$ cat src/rtl/ps2_mouse_rx.sv
// ps2_mouse_rx: PS/2 mouse frame receiver, 3-byte packet decoder and per-frame displacement accumulator
module ps2_mouse_rx #(
    parameter int FILTER_LEN = 8,
    parameter int TIMEOUT    = 5000,
    parameter bit INVERT_Y   = 1'b1
) (
    input  logic       Clk,
    input  logic       Reset_n,
    input  logic       PS2_CLK,
    input  logic       PS2_DAT,
    input  logic       frame_tick,
    output logic [7:0] X_displ,
    output logic [7:0] Y_displ,
    output logic [2:0] Buttons,
    output logic       Pkt_valid,
    output logic       Err
);
    typedef enum logic [1:0] {IDLE, DATA, PARITY, STOP} state_t;
    localparam int FW = $clog2(FILTER_LEN + 1);
    localparam int TW = $clog2(TIMEOUT + 1);

    logic [1:0]        clk_sync_q, dat_sync_q;
    logic              filt_q, par_q, fall, dat, byte_ok;
    logic [FW-1:0]     flt_cnt_q;
    logic [TW-1:0]     to_cnt_q;
    state_t            state_q;
    logic [2:0]        bit_cnt_q;
    logic [1:0]        idx_q;
    logic [7:0]        shreg_q, b0_q, bx_q, dx_q, dy_q, acc_x_q, acc_y_q;
    logic signed [9:0] dx_w, dy_w, sx_w, sy_w;

    function automatic logic [7:0] sat(input logic signed [9:0] v);
        return (v > 10'sd127) ? 8'h7F : (v < -10'sd128) ? 8'h80 : v[7:0];
    endfunction

    assign dat     = dat_sync_q[1];
    assign fall    = filt_q && !clk_sync_q[1] && flt_cnt_q == FW'(FILTER_LEN - 1);
    assign byte_ok = dat && (^{shreg_q, par_q});

    // Byte 2 is still in the shift register when its stop bit arrives.
    always_comb begin
        dx_w = b0_q[6] ? (b0_q[4] ? -10'sd256 : 10'sd255) : {{2{b0_q[4]}}, bx_q};
        dy_w = b0_q[7] ? (b0_q[5] ? -10'sd256 : 10'sd255) : {{2{b0_q[5]}}, shreg_q};
        dy_w = INVERT_Y ? -dy_w : dy_w;
        sx_w = {{2{acc_x_q[7]}}, acc_x_q} + {{2{dx_q[7]}}, dx_q};
        sy_w = {{2{acc_y_q[7]}}, acc_y_q} + {{2{dy_q[7]}}, dy_q};
    end

    always_ff @(posedge Clk) begin
        if (!Reset_n) begin
            clk_sync_q <= '1;
            dat_sync_q <= '1;
            filt_q     <= 1'b1;
            flt_cnt_q  <= '0;
        end else begin
            clk_sync_q <= {clk_sync_q[0], PS2_CLK};
            dat_sync_q <= {dat_sync_q[0], PS2_DAT};
            if (clk_sync_q[1] == filt_q) begin
                flt_cnt_q <= '0;
            end else if (flt_cnt_q == FW'(FILTER_LEN - 1)) begin
                filt_q    <= clk_sync_q[1];
                flt_cnt_q <= '0;
            end else begin
                flt_cnt_q <= flt_cnt_q + 1'b1;
            end
        end
    end

    always_ff @(posedge Clk) begin
        if (!Reset_n) begin
            state_q   <= IDLE;
            bit_cnt_q <= '0;
            idx_q     <= '0;
            to_cnt_q  <= '0;
            shreg_q   <= '0;
            par_q     <= 1'b0;
            b0_q      <= '0;
            bx_q      <= '0;
            dx_q      <= '0;
            dy_q      <= '0;
            acc_x_q   <= '0;
            acc_y_q   <= '0;
            X_displ   <= '0;
            Y_displ   <= '0;
            Buttons   <= '0;
            Pkt_valid <= 1'b0;
            Err       <= 1'b0;
        end else begin
            Pkt_valid <= 1'b0;
            Err       <= 1'b0;
            if (fall) begin
                to_cnt_q <= '0;
                case (state_q)
                    IDLE: begin
                        state_q   <= dat ? IDLE : DATA;
                        bit_cnt_q <= '0;
                    end
                    DATA: begin
                        shreg_q   <= {dat, shreg_q[7:1]};
                        bit_cnt_q <= bit_cnt_q + 1'b1;
                        state_q   <= (bit_cnt_q == 3'd7) ? PARITY : DATA;
                    end
                    PARITY: begin
                        par_q   <= dat;
                        state_q <= STOP;
                    end
                    STOP: begin
                        state_q <= IDLE;
                        if (!byte_ok) begin
                            Err   <= 1'b1;
                            idx_q <= '0;
                        end else if (idx_q == 2'd0) begin
                            b0_q  <= shreg_q;
                            idx_q <= shreg_q[3] ? 2'd1 : 2'd0;
                            Err   <= !shreg_q[3];
                        end else if (idx_q == 2'd1) begin
                            bx_q  <= shreg_q;
                            idx_q <= 2'd2;
                        end else begin
                            Pkt_valid <= 1'b1;
                            Buttons   <= b0_q[2:0];
                            dx_q      <= sat(dx_w);
                            dy_q      <= sat(dy_w);
                            idx_q     <= '0;
                        end
                    end
                endcase
            end else if (state_q != IDLE && filt_q) begin
                if (to_cnt_q == TW'(TIMEOUT - 1)) begin
                    state_q  <= IDLE;
                    Err      <= 1'b1;
                    idx_q    <= '0;
                    to_cnt_q <= '0;
                end else begin
                    to_cnt_q <= to_cnt_q + 1'b1;
                end
            end else begin
                to_cnt_q <= '0;
            end
            // A packet landing on a tick seeds the next frame instead of being lost.
            if (frame_tick) begin
                X_displ <= acc_x_q;
                Y_displ <= acc_y_q;
                acc_x_q <= Pkt_valid ? dx_q : 8'h00;
                acc_y_q <= Pkt_valid ? dy_q : 8'h00;
            end else if (Pkt_valid) begin
                acc_x_q <= sat(sx_w);
                acc_y_q <= sat(sy_w);
            end
        end
    end
endmodule

$ cat config.mk
export PLATFORM = sky130hd
export DESIGN_NAME = ps2_mouse_rx
export DESIGN_NICKNAME = d
export VERILOG_FILES = /design/src/rtl/ps2_mouse_rx.sv
export SDC_FILE = /design/constraint.sdc
export NUM_CORES = 1
export LEC_CHECK = 0
export CAP_MARGIN = 25
export CORE_ASPECT_RATIO = 1.2
export CORE_UTILIZATION = 35
export CTS_BUF_LIST = sky130_fd_sc_hd__clkbuf_8
export DETAILED_ROUTE_END_ITERATION = 8
export PLACE_DENSITY_LB_ADDON = 0.15
export SYNTH_ARGS = -nofsm -noshare
export SYNTH_HDL_FRONTEND = slang
export SYNTH_SLANG_ARGS = --single-unit
$ cat constraint.sdc
create_clock -name Clk -period 3.73 [get_ports Clk]
set_clock_uncertainty 0.15 [all_clocks]
set_input_delay 0.746 -clock Clk [delete_from_list [all_inputs] [get_ports Clk]]
set_output_delay 0.746 -clock Clk [all_outputs]
set_load 0.03 [all_outputs]
* Word level (Yosys, flattened, before mapping)
Index checks and enable logic that the tools add are counted.
** Storage, ports and cells
- Bits in registers :: 107
** Operators by class
- Magnitude comparators :: 8
- Equality and inequality tests :: 9
- Reductions and logical operators :: 26
- Bitwise operators :: 8
- Muxes and demuxes :: 38
- Add/subtract/negate cells :: 6
** Operators with widths (number)
- 8-bit 2-to-1 mux :: 14
- 10-bit 2-to-1 mux :: 4
- 10-bit by 8-bit > comparator with 1-bit output (second input constant) :: 2
- 10-bit by 8-bit < comparator with 1-bit output (second input constant) :: 2
- 8-bit by 8-bit adder with 9-bit output :: 2
- 9-bit by 8-bit > comparator with 1-bit output (second input constant) :: 2
- 9-bit by 8-bit < comparator with 1-bit output (second input constant) :: 2
- 2-bit 2-to-1 mux :: 9
- 13-bit by 1-bit adder with 13-bit output (second input constant) :: 1
- 13-bit equality test (second input constant) :: 1
- 10-bit negation :: 1
- 2-bit AND reduction :: 5
- 5-bit AND reduction :: 2
- 2-bit nonzero test :: 5
- 1-bit 2-to-1 mux :: 9
- 9-bit XOR reduction :: 1
- 1-bit NOT :: 8
- 2-bit case mux with 4 select lines :: 1
- 3-bit case mux with 2 select lines :: 1
- 5-bit OR reduction :: 1
- 4-bit by 1-bit adder with 4-bit output (second input constant) :: 1
- 2-bit by 1-bit equality test with 1-bit output (second input constant) :: 2
- 2-bit equality test (second input constant) :: 2
- 4-bit by 3-bit equality test with 1-bit output (second input constant) :: 1
- 11 further kinds :: 16

* Depth between registers and ports, before layout
Gate-level depths: netlist of the first run.
- Depth after elaboration :: 6
- Mapped depth :: 11
- Depth with buffers taken out :: 8

* Worst setup path before layout of the first run
OpenSTA, ideal clock, no wires.
- Path kind :: register to register
- Start :: reg b0_q[7]
- End :: reg dy_q[6]
- Data required time :: 3450 ps
- Arrival :: 2083 ps
- Clock period less this slack :: 2363 ps
- Setup time :: 130 ps
- Cell stages (with the launch flop) :: 10
- Buffers on the path :: 1
- Setup slack :: 1367 ps
- Cells stage by stage :: dfxtp_1 > clkbuf_1 > nand2_1 > o21ai_0 > ha_1 > a311oi_1 > or3_1 > nor2b_1 > a2111oi_0 > nor3_1
** On the way
- Word-level cells in the longest chain between the ends :: 5
- Elaborated cells on any way between the ends :: 6
- Classes of those cells :: add/sub: 1; order compare: 2; mux: 3
** RTL lines
- start, declared :: line 29 : logic [7:0] shreg_q, b0_q, bx_q, dx_q, dy_q, acc_x_q, acc_y_q;
- start signal, assigned :: line 113 : b0_q <= shreg_q;
- 10-bit 2-to-1 mux (*) :: line 43 : dy_w = b0_q[7] ? (b0_q[5] ? -10'sd256 : 10'sd255) : {{2{b0_q[5]}}, shreg_q};
- 10-bit negation (*) :: line 44 : dy_w = INVERT_Y ? -dy_w : dy_w;
- 10-bit by 8-bit < comparator with 1-bit output :: line 33 : return (v > 10'sd127) ? 8'h7F : (v < -10'sd128) ? 8'h80 : v[7:0];
- 8-bit 2-to-1 mux :: line 33
- 8-bit 2-to-1 mux (*) :: line 33
- end signal, assigned :: line 123 : dy_q <= sat(dy_w);
- end, declared :: line 29
Mark *: on every way between the ends. The rest lies on a longest branch, timed or not.
A chain may end at the register's enable or synchronous reset.

* Final worst setup path of the first run
- Start :: reg shreg_q[3]
- End :: reg dy_q[6]
** On the way
- Word-level cells in the longest chain between the ends :: 5
- Elaborated cells on any way between the ends :: 9
- Classes of those cells :: add/sub: 1; order compare: 2; mux: 3; reduce/logical: 3
** RTL lines
- start, declared :: line 29
- start signal, assigned :: line 99 : shreg_q <= {dat, shreg_q[7:1]};
- 10-bit 2-to-1 mux :: line 43
- 10-bit negation :: line 44
- 10-bit by 8-bit < comparator with 1-bit output :: line 33
- 8-bit 2-to-1 mux (2 in series) :: line 33
Several ways; a longest one is shown, not always the timed one.

==> impl_metrics.env, run 1 <==
export IMPL_status="finished clean"
export IMPL_drt_wl_total_um=12000
export IMPL_yosys_warnings=0
export IMPL_maxSlewHeadroom_pct=51.6
export IMPL_first_pass_iters=5
export IMPL_die_area_um2=16000
export IMPL_syn_num_nets=647
export IMPL_synthDistinctLibCells=62
export IMPL_cts_tree="built"
export IMPL_grt_usage_pct=16.4
export IMPL_htree_levels=3
export IMPL_power_density_nw_per_um2=307
export IMPL_syn2layout_area_growth_pct=9.61
export IMPL_path_class="register to register"
export IMPL_setup_violations_final=0
export IMPL_netlist_instances=618
export IMPL_final_area_um2=5930
export IMPL_placedCellCount=818
export IMPL_hpwl_um=8680
export IMPL_fp_dieH_um=138
export IMPL_grt_antenna_before_repair=0
export IMPL_num_rows=49
export IMPL_drive_gt1_share_pct=5.24
export IMPL_arrival_ns=2.90
export IMPL_worst_r2r_path_depth=6
export IMPL_rsz0062_at_grt="false"
export IMPL_grt_pass1_wl_um=20800
export IMPL_rr_endpoint="dy_q[6]"
export IMPL_post_dp_cell_area_um2=5760
export IMPL_drt_iter0_drc=216
export IMPL_insertedDiodeCount=0
export IMPL_wl_per_cell_um=14.4
export IMPL_leakagePower_nw=2.31
export IMPL_regArea_um2=2120
export IMPL_grt_pass1_vias=4223
export IMPL_hold_viol_final=0
export IMPL_tightest_slew_ns=0.720
export IMPL_required_ns=3.85
export IMPL_synthesis_area_um2=5410
export IMPL_drv_slew=0
export IMPL_hold_class="register to register"
export IMPL_rrSetupSlack_ns=0.95
export IMPL_clk_latency_ns=0.38
export IMPL_detail_route_vias_per_cell=5.20
export IMPL_ys_ff_latch=106
export IMPL_vias=4339
export IMPL_die_w_um=116
export IMPL_setup_worst_path_start_class="register"
export IMPL_fin_cells=834
export IMPL_whs_ns=0.269
export IMPL_fin_tns_setup_ns=0
export IMPL_grt_overflow=0
export IMPL_holdPathEnd="dat_sync_q[1]"
export IMPL_async_flop_share_pct=0
export IMPL_holdPathStages=1
export IMPL_holdBufCountCts=0
export IMPL_period_needed_ns=2.78
export IMPL_ant_nets=0
export IMPL_synthFlopType="dfxtp_1"
export IMPL_cts_root_buf="clkbuf_8"
export IMPL_grtUsageMet2_pct=26.2
export IMPL_portBuffers=25
export IMPL_fillers=1533
export IMPL_cts_buffer_depth=2
export IMPL_finalCritPeriodShare_pct=74.6
export IMPL_fmax_mhz=359
export IMPL_vdd_ir_drop_max_mv=0.158
export IMPL_initial_utilization_pct=36.0
export IMPL_cts_resized=0
export IMPL_drv_cap=0
export IMPL_grt_max_degree=33
export IMPL_clock_sinks=106
export IMPL_end_kind="register"
export IMPL_cts_inserted_buffers=9
export IMPL_drc=0
export IMPL_core_area_um2=15000
export IMPL_synth_edf_count=0
export IMPL_crit_path_max_fanout=10
export IMPL_gp_congestion=0.816
export IMPL_path_clk_slew_ns=0.10
export IMPL_grt_met3_usage_pct=2.72
export IMPL_use_met1_pct=21.8
export IMPL_nets=654
export IMPL_min_delay_start="dat_sync_q[0]"
export IMPL_postSynthAreaPerCell_um2=8.76
export IMPL_multi_input_area_um2=3020
export IMPL_r2r_start="shreg_q[3]"
export IMPL_grt_busiest_layer="met2"
export IMPL_ios=26
export IMPL_utilization_pct=39.5
export IMPL_postCtsSetupRepairBufs=0
export IMPL_yosysSeqAreaShare_pct=39.2
-- where the power goes --
group	internal, mW	switching [mW]
Sequential	1.13	0.00173
Combinational	0.0123	0.0272
Clock	0.240	0.405
-- cell usage in the layout (no fill, tap or decap), types with 8 or more instances in the layout --
master	synthesis	routed
a21oi_1	37	37
clkbuf_8	0	9
nand2b_1	10	10
nor2_1	95	95
nand2_1	43	43
nor3_1	18	18
nand3_1	15	15
ha_1	22	22
o21ai_0	26	26
xnor2_1	12	12
clkdlybuf4s50_1	0	25
a211oi_1	15	15
o211ai_1	18	18
xor2_1	17	17
dfxtp_1	106	106
a22oi_1	8	8
mux2i_1	41	41
inv_1	16	16
-- worst max-delay path, stage by stage, from the launching register on --
cell       delay [ns]
dfxtp_1          0.57
xnor2_2          0.16
xnor3_2          0.48
xnor2_4          0.29
nand4_1          0.39
a2111oi_0        0.55
nor3_1           0.08
-- registers in the layout, indices dropped and copies added (netlist names) --
| signal | flops |
|---|---|
| Y_displ | 8 |
| b0_q | 7 |
| bx_q | 8 |
| acc_y_q | 8 |
| acc_x_q | 8 |
| to_cnt_q | 13 |
| Pkt_valid | 1 |
| X_displ | 8 |
| flt_cnt_q | 4 |
| state_q | 2 |
| clk_sync_q | 2 |
| par_q | 1 |
| dx_q | 8 |
| dat_sync_q | 2 |
| Buttons | 3 |
| filt_q | 1 |
| shreg_q | 8 |
| Err | 1 |
| dy_q | 8 |
| bit_cnt_q | 3 |
| idx_q | 2 |
-- per-layer routing --
| metal | vias to the layer above | wire length, um |
|---|---|---|
| li1 | 2206 | - |
| met3 | 20 | 306 |
| met2 | 58 | 5540 |
| met1 | 2055 | 5940 |
| met5 | - | 0 |
| met4 | 0 | 263 |
-- cell type report --
class | count | area share [%]
repair buffers | 32 | 5.10
well taps | 204 | 4.30
inverters | 17 | 1.08
flip-flops and latches | 106 | 35.8
multi-input cells | 459 | 50.9
clock inverters | 7 | 0.780
clock buffers | 9 | 2.09
-- per-stage QoR --
stage	total power, mW	worst slack, ns
2_1_floorplan	1.19	1.37
3_3_place_gp	1.20	0.877
3_5_place_dp	1.20	0.811
4_1_cts	1.85	0.918
5_1_grt	1.90	0.731
6_report	1.82	0.947
-- kinds of logic after synthesis --
family                     after synthesis  share of synthesized area, %
and+or+nand+nor                        222                          19.5
xor gates and xnor gates                33                          6.24
AOI/OAI and AO/OA                      139                          16.6
adders and majority gates               24                          5.82
muxes                                   41                          7.58
buffers and inverters                   53                          5.01
DFF                                    106                          39.2
-- worst max path at each step --
stage                    start          to  slack [ns]
floorplan              b0_q[7]     dy_q[6]        1.37
global placement    frame_tick  acc_y_q[0]        0.88
detailed placement  frame_tick  acc_y_q[5]        0.81
CTS                 shreg_q[3]     dy_q[6]        0.92
global route        shreg_q[4]     dy_q[6]        0.73
finish              shreg_q[3]     dy_q[6]        0.95
-- synthesized netlist by cell type (16+ instances only) --
| cell type | instances | area, um^2 |
|---|---|---|
| a21oi_1 | 37 | 185 |
| clkbuf_1 | 17 | 63.8 |
| dfxtp_1 | 106 | 2120 |
| ha_1 | 22 | 275 |
| inv_1 | 16 | 60.1 |
| mux2i_1 | 41 | 410 |
| nand2_1 | 43 | 161 |
| nor2_1 | 95 | 357 |
| nor3_1 | 18 | 90.1 |
| o211ai_1 | 18 | 135 |
| o21ai_0 | 26 | 130 |
| xor2_1 | 17 | 149 |
No activity file was read; power rests on OpenSTA's default activity.
==> run 2: changes to the inputs <==
- clock period: 3.73 -> 2.7 ns (I/O delays scaled with it)
==> run 2 against run 1 <==
- wire length increased by 1.6%
- non-clock buffer count rose by 16
- worst setup slack got worse by 0.80 ns
- global-route usage is essentially flat
- sequential cell count is the same
==> impl_metrics.env, run 2 (synthesis results as in run 1) <==
export IMPL_status="finished clean"
export IMPL_die_area_um2=16000
export IMPL_drv_cap=0
export IMPL_num_rows=49
export IMPL_crit_path_max_fanout=6
export IMPL_nets=670
export IMPL_required_ns=2.82
export IMPL_grt_antenna_before_repair=0
export IMPL_finalWorstSetupSlack_ns=0.143
export IMPL_core_area_um2=15000
export IMPL_slowest_stage="fa_1"
export IMPL_grt_usage_pct=16.4
export IMPL_drv_slew=0
export IMPL_p_total_mw=2.59
export IMPL_cts_buffer_depth=2
export IMPL_dp_slack_ns=0.0846
export IMPL_syn2layout_area_growth_pct=12.6
export IMPL_grt_max_degree=32
export IMPL_end_kind="register"
export IMPL_holdBufCountCts=0
export IMPL_fmax_mhz=391
export IMPL_path_clk_slew_ns=0.10
export IMPL_maxSlewHeadroom_pct=62.6
export IMPL_path_cells="ha_1 -> fa_1 -> a21oi_1 -> o211ai_1 -> a31oi_2 -> nand3_2 -> a211oi_1 -> nor2_1"
export IMPL_path_delay_family="compound AO/OA/AOI/OAI gates"
export IMPL_grt_busiest_layer="met2"
export IMPL_arrival_ns=2.68
export IMPL_grt_overflow=0
export IMPL_wl_per_cell_um=14.4
export IMPL_leakagePower_nw=2.42
export IMPL_final_cell_mix="dfxtp_1 (104), nor2_1 (95), nand2_1 (43)"
export IMPL_cp_slowest_stage_delay_ns=0.41
export IMPL_rsz0062_at_grt="true"
export IMPL_grt_met3_usage_pct=2.10
export IMPL_ant_nets=0
export IMPL_insertedDiodeCount=0
export IMPL_vdd_ir_drop_max_mv=0.199
export IMPL_finalCritPeriodShare_pct=94.7
export IMPL_cp_startpoint="dx_q[0]"
export IMPL_fp_dieH_um=138
export IMPL_grt_pass1_vias=4289
export IMPL_crit_buf_inv=0
export IMPL_min_delay_start="clk_sync_q[0]"
export IMPL_drt_wl_total_um=12200
export IMPL_use_met1_pct=21.4
export IMPL_fillers=1548
export IMPL_hold_class="register to register"
export IMPL_vias=4358
export IMPL_setup_worst_path_start_class="register"
export IMPL_initial_utilization_pct=36.0
export IMPL_hpwl_um=8830
export IMPL_largest_register="to_cnt_q"
export IMPL_r2r_start="dx_q[0]"
export IMPL_detail_route_vias_per_cell=5.13
export IMPL_path_class="register to register"
export IMPL_cts_tree="built"
export IMPL_grt_pass1_wl_um=20900
export IMPL_setup_violations_final=0
export IMPL_gp_congestion=0.855
export IMPL_die_w_um=116
export IMPL_largest_reg_flops=13
export IMPL_ios=26
export IMPL_drc=0
export IMPL_first_pass_iters=4
export IMPL_layout_commonest_cell="dfxtp_1"
export IMPL_clk_latency_ns=0.37
export IMPL_whs_ns=0.268
export IMPL_fin_tns_setup_ns=0
export IMPL_tightest_slew_ns=0.560
export IMPL_final_area_um2=6100
export IMPL_cts_root_buf="clkbuf_8"
export IMPL_clock_sinks=106
export IMPL_portBuffers=25
export IMPL_cts_inserted_buffers=9
export IMPL_htree_levels=3
export IMPL_post_dp_cell_area_um2=5880
export IMPL_period_needed_ns=2.56
export IMPL_grtUsageMet2_pct=27.0
export IMPL_hold_viol_final=0
export IMPL_drive_gt1_share_pct=8.22
export IMPL_power_density_nw_per_um2=425
export IMPL_drt_iter0_drc=185
==> run 2: routing by layer <==
metal / share of wire [%] / vias up
li1: - / 2235
met1: 48 / 2072
met2: 48 / 40
met3: 2.0 / 11
met4: 1.6 / 0
met5: 0 / -
==> run 2: worst paths after layout <==
check / cells after the start / slack, ns / to
worst max-delay path: 8 / 0.14 / acc_x_q[3]
worst min-delay path: 1 / 0.27 / clk_sync_q[1]
worst max register to register: 8 / 0.14 / acc_x_q[3]
worst min register to register: 1 / 0.27 / clk_sync_q[1]
==> run 2: layout make-up <==
| type | instances | area, um^2 | share of cell area (%) |
|---|---|---|---|
| multi-input cells | 459 | 3050 | 50.0 |
| flip-flops and latches | 106 | 2120 | 34.8 |
| repair buffers | 48 | 423 | 6.93 |
| well taps | 204 | 255 | 4.19 |
| clock buffers | 10 | 138 | 2.26 |
| inverters | 17 | 63.8 | 1.05 |
| clock inverters | 5 | 47.5 | 0.780 |
==> run 2: what timing repair did <==
item,4_1_cts,5_1_grt
endpoints found under the setup margin,0,11
setup buffers,0,1
gates resized for setup,0,8
==> run 2: power breakdown <==
part	total [mW]	switching, mW	internal (mW)	leakage (nW)
registers	1.57	0.00258	1.56	0.855
clock network	0.963	0.522	0.440	0.105
logic	0.0612	0.0398	0.0215	1.46
total	2.59	0.565	2.03	2.42
==> run 2: through the flow <==
stage,util [%],cells
floorplan,-,618
CTS,40.4,848
global route,40.6,849
detailed placement,39.1,833
finish,40.6,849
global placement,39.1,833
==> run 2: worst register-to-register path, stage by stage, from the launching register on <==
cell	delay (ns)
dfxtp_1	0.34
ha_1	0.24
fa_1	0.41
a21oi_1	0.21
o211ai_1	0.20
a31oi_2	0.36
nand3_2	0.20
a211oi_1	0.26
nor2_1	0.07
==> run 3: changes to the inputs <==
- DONT_BUFFER_PORTS: unset -> 1
==> run 3 against run 2 <==
- worst setup slack improved by 0.012 ns
- largest cell class unchanged
- clock-buffer cell count stayed put
- first-iteration DRC count grew 19%
==> impl_metrics.env, run 3 (synthesis results as in run 1) <==
export IMPL_hpwl_um=8450
export IMPL_clock_sinks=106
export IMPL_grtUsageMet2_pct=26.0
export IMPL_largest_reg_flops=13
export IMPL_cts_tree="built"
export IMPL_path_class="register to register"
export IMPL_first_pass_iters=5
export IMPL_finalCritPeriodShare_pct=94.3
export IMPL_holdBufCountCts=0
export IMPL_fp_dieH_um=138
export IMPL_crit_path_max_fanout=6
export IMPL_fmax_mhz=393
export IMPL_grt_usage_pct=15.8
export IMPL_grt_pass1_wl_um=20100
export IMPL_arrival_ns=2.66
export IMPL_slowest_stage="fa_1"
export IMPL_grt_pass1_vias=4109
export IMPL_grt_antenna_before_repair=0
export IMPL_fillers=1554
export IMPL_cts_buffer_depth=2
export IMPL_drt_iter0_drc=221
export IMPL_syn2layout_area_growth_pct=6.36
export IMPL_drive_gt1_share_pct=7.21
export IMPL_die_w_um=116
export IMPL_required_ns=2.81
export IMPL_leakagePower_nw=2.27
export IMPL_status="finished clean"
export IMPL_clk_latency_ns=0.37
export IMPL_grt_max_degree=32
export IMPL_path_delay_family="compound AO/OA/AOI/OAI gates"
export IMPL_grt_met3_usage_pct=3.29
export IMPL_cts_root_buf="clkbuf_8"
export IMPL_ios=26
export IMPL_setup_worst_path_start_class="register"
export IMPL_htree_levels=3
export IMPL_final_area_um2=5760
export IMPL_path_clk_slew_ns=0.09
export IMPL_gp_congestion=0.870
export IMPL_maxSlewHeadroom_pct=46.6
export IMPL_die_area_um2=16000
export IMPL_power_density_nw_per_um2=423
export IMPL_hold_viol_final=0
export IMPL_layout_commonest_cell="dfxtp_1"
export IMPL_largest_register="to_cnt_q"
export IMPL_end_kind="register"
export IMPL_ant_nets=0
export IMPL_cts_inserted_buffers=9
export IMPL_fin_tns_setup_ns=0
export IMPL_period_needed_ns=2.55
export IMPL_insertedDiodeCount=0
export IMPL_post_dp_cell_area_um2=5570
export IMPL_setup_violations_final=0
export IMPL_cp_slowest_stage_delay_ns=0.41
export IMPL_drv_slew=0
export IMPL_vdd_ir_drop_max_mv=0.188
export IMPL_final_cell_mix="dfxtp_1 (105), nor2_1 (95), nand2_1 (43)"
export IMPL_vias=4257
export IMPL_portBuffers=0
export IMPL_drv_cap=0
export IMPL_drc=0
export IMPL_wl_per_cell_um=14.7
export IMPL_crit_buf_inv=0
export IMPL_num_rows=49
export IMPL_grt_overflow=0
export IMPL_rsz0062_at_grt="false"
export IMPL_grt_busiest_layer="met2"
export IMPL_core_area_um2=15000
export IMPL_path_cells="ha_1 -> fa_1 -> a21oi_1 -> o211ai_1 -> a31oi_2 -> nand3_2 -> a211oi_1 -> nor2_1"
export IMPL_use_met1_pct=20.1
export IMPL_tightest_slew_ns=0.797
export IMPL_utilization_pct=38.3
export IMPL_detail_route_vias_per_cell=5.23
export IMPL_nets=638
export IMPL_hold_class="primary input to register"
export IMPL_initial_utilization_pct=36.0
export IMPL_drt_wl_total_um=12000
[run 3: cell count changes in the layout (fill, tap and decap cells not counted), sizes merged]
cell,before,now
buf,23,16
bufinv,1,0
clkdlybuf4s50,25,0
clkinv,2,1
inv,19,18
[run 3: layout make-up]
cell class	instances	area, um^2	area share [%]
Clock inverter	2	8.76	0.152
Inverter	17	63.8	1.11
Clock buffer	10	138	2.39
Timing Repair Buffer	16	120	2.09
Tap cell	204	255	4.43
Sequential cell	106	2120	36.9
Multi-Input combinational cell	459	3050	53.0
[run 3: routing by layer]
metal | vias to the layer above | routed length, um
met2 | 55 | 5800
li1 | 2167 | -
met4 | 0 | 186
met1 | 2020 | 5650
met3 | 15 | 353
met5 | - | 0
[run 3: metrics by stage]
stage	hold slack [ns]	worst slack [ns]	cells	total power, mW
floorplan	0.236	0.337	618	1.64
global placement	0.239	0.0276	801	1.64
detailed placement	0.248	-0.0129	801	1.64
CTS	0.0638	0.0553	813	2.49
global route	0.0621	0.0114	814	2.55
finish	0.0939	0.155	814	2.44
[run 3: worst paths after layout]
check / from / to / slack (ns) / depth (start not counted)
setup reg to reg: dx_q[0] / acc_x_q[5] / 0.15 / 8
setup / recovery: dx_q[0] / acc_x_q[5] / 0.15 / 8
hold reg to reg: dat_sync_q[0] / dat_sync_q[1] / 0.26 / 1
hold / removal: Reset_n / dat_sync_q[0] / 0.09 / 1
[run 3: timing repair]
item / 4_1_cts / 5_1_grt
gates resized for setup: 1 / 8
setup endpoints to repair: 1 / 13
setup buffers: 0 / 1
pin swaps: 0 / 1
cloned: 0 / 0
[run 3: power breakdown]
| group | internal, mW | switching, mW |
|---|---|---|
| Combinational | 0.0102 | 0.0247 |
| Sequential | 1.56 | 0.00253 |
| Clock | 0.336 | 0.498 |
[run 3: worst register-to-register path, stage by stage, from the launching register on]
cell,delay [ns]
dfxtp_1,0.34
ha_1,0.24
fa_1,0.41
a21oi_1,0.21
o211ai_1,0.23
a31oi_2,0.33
nand3_2,0.20
a211oi_1,0.26
nor2_1,0.07
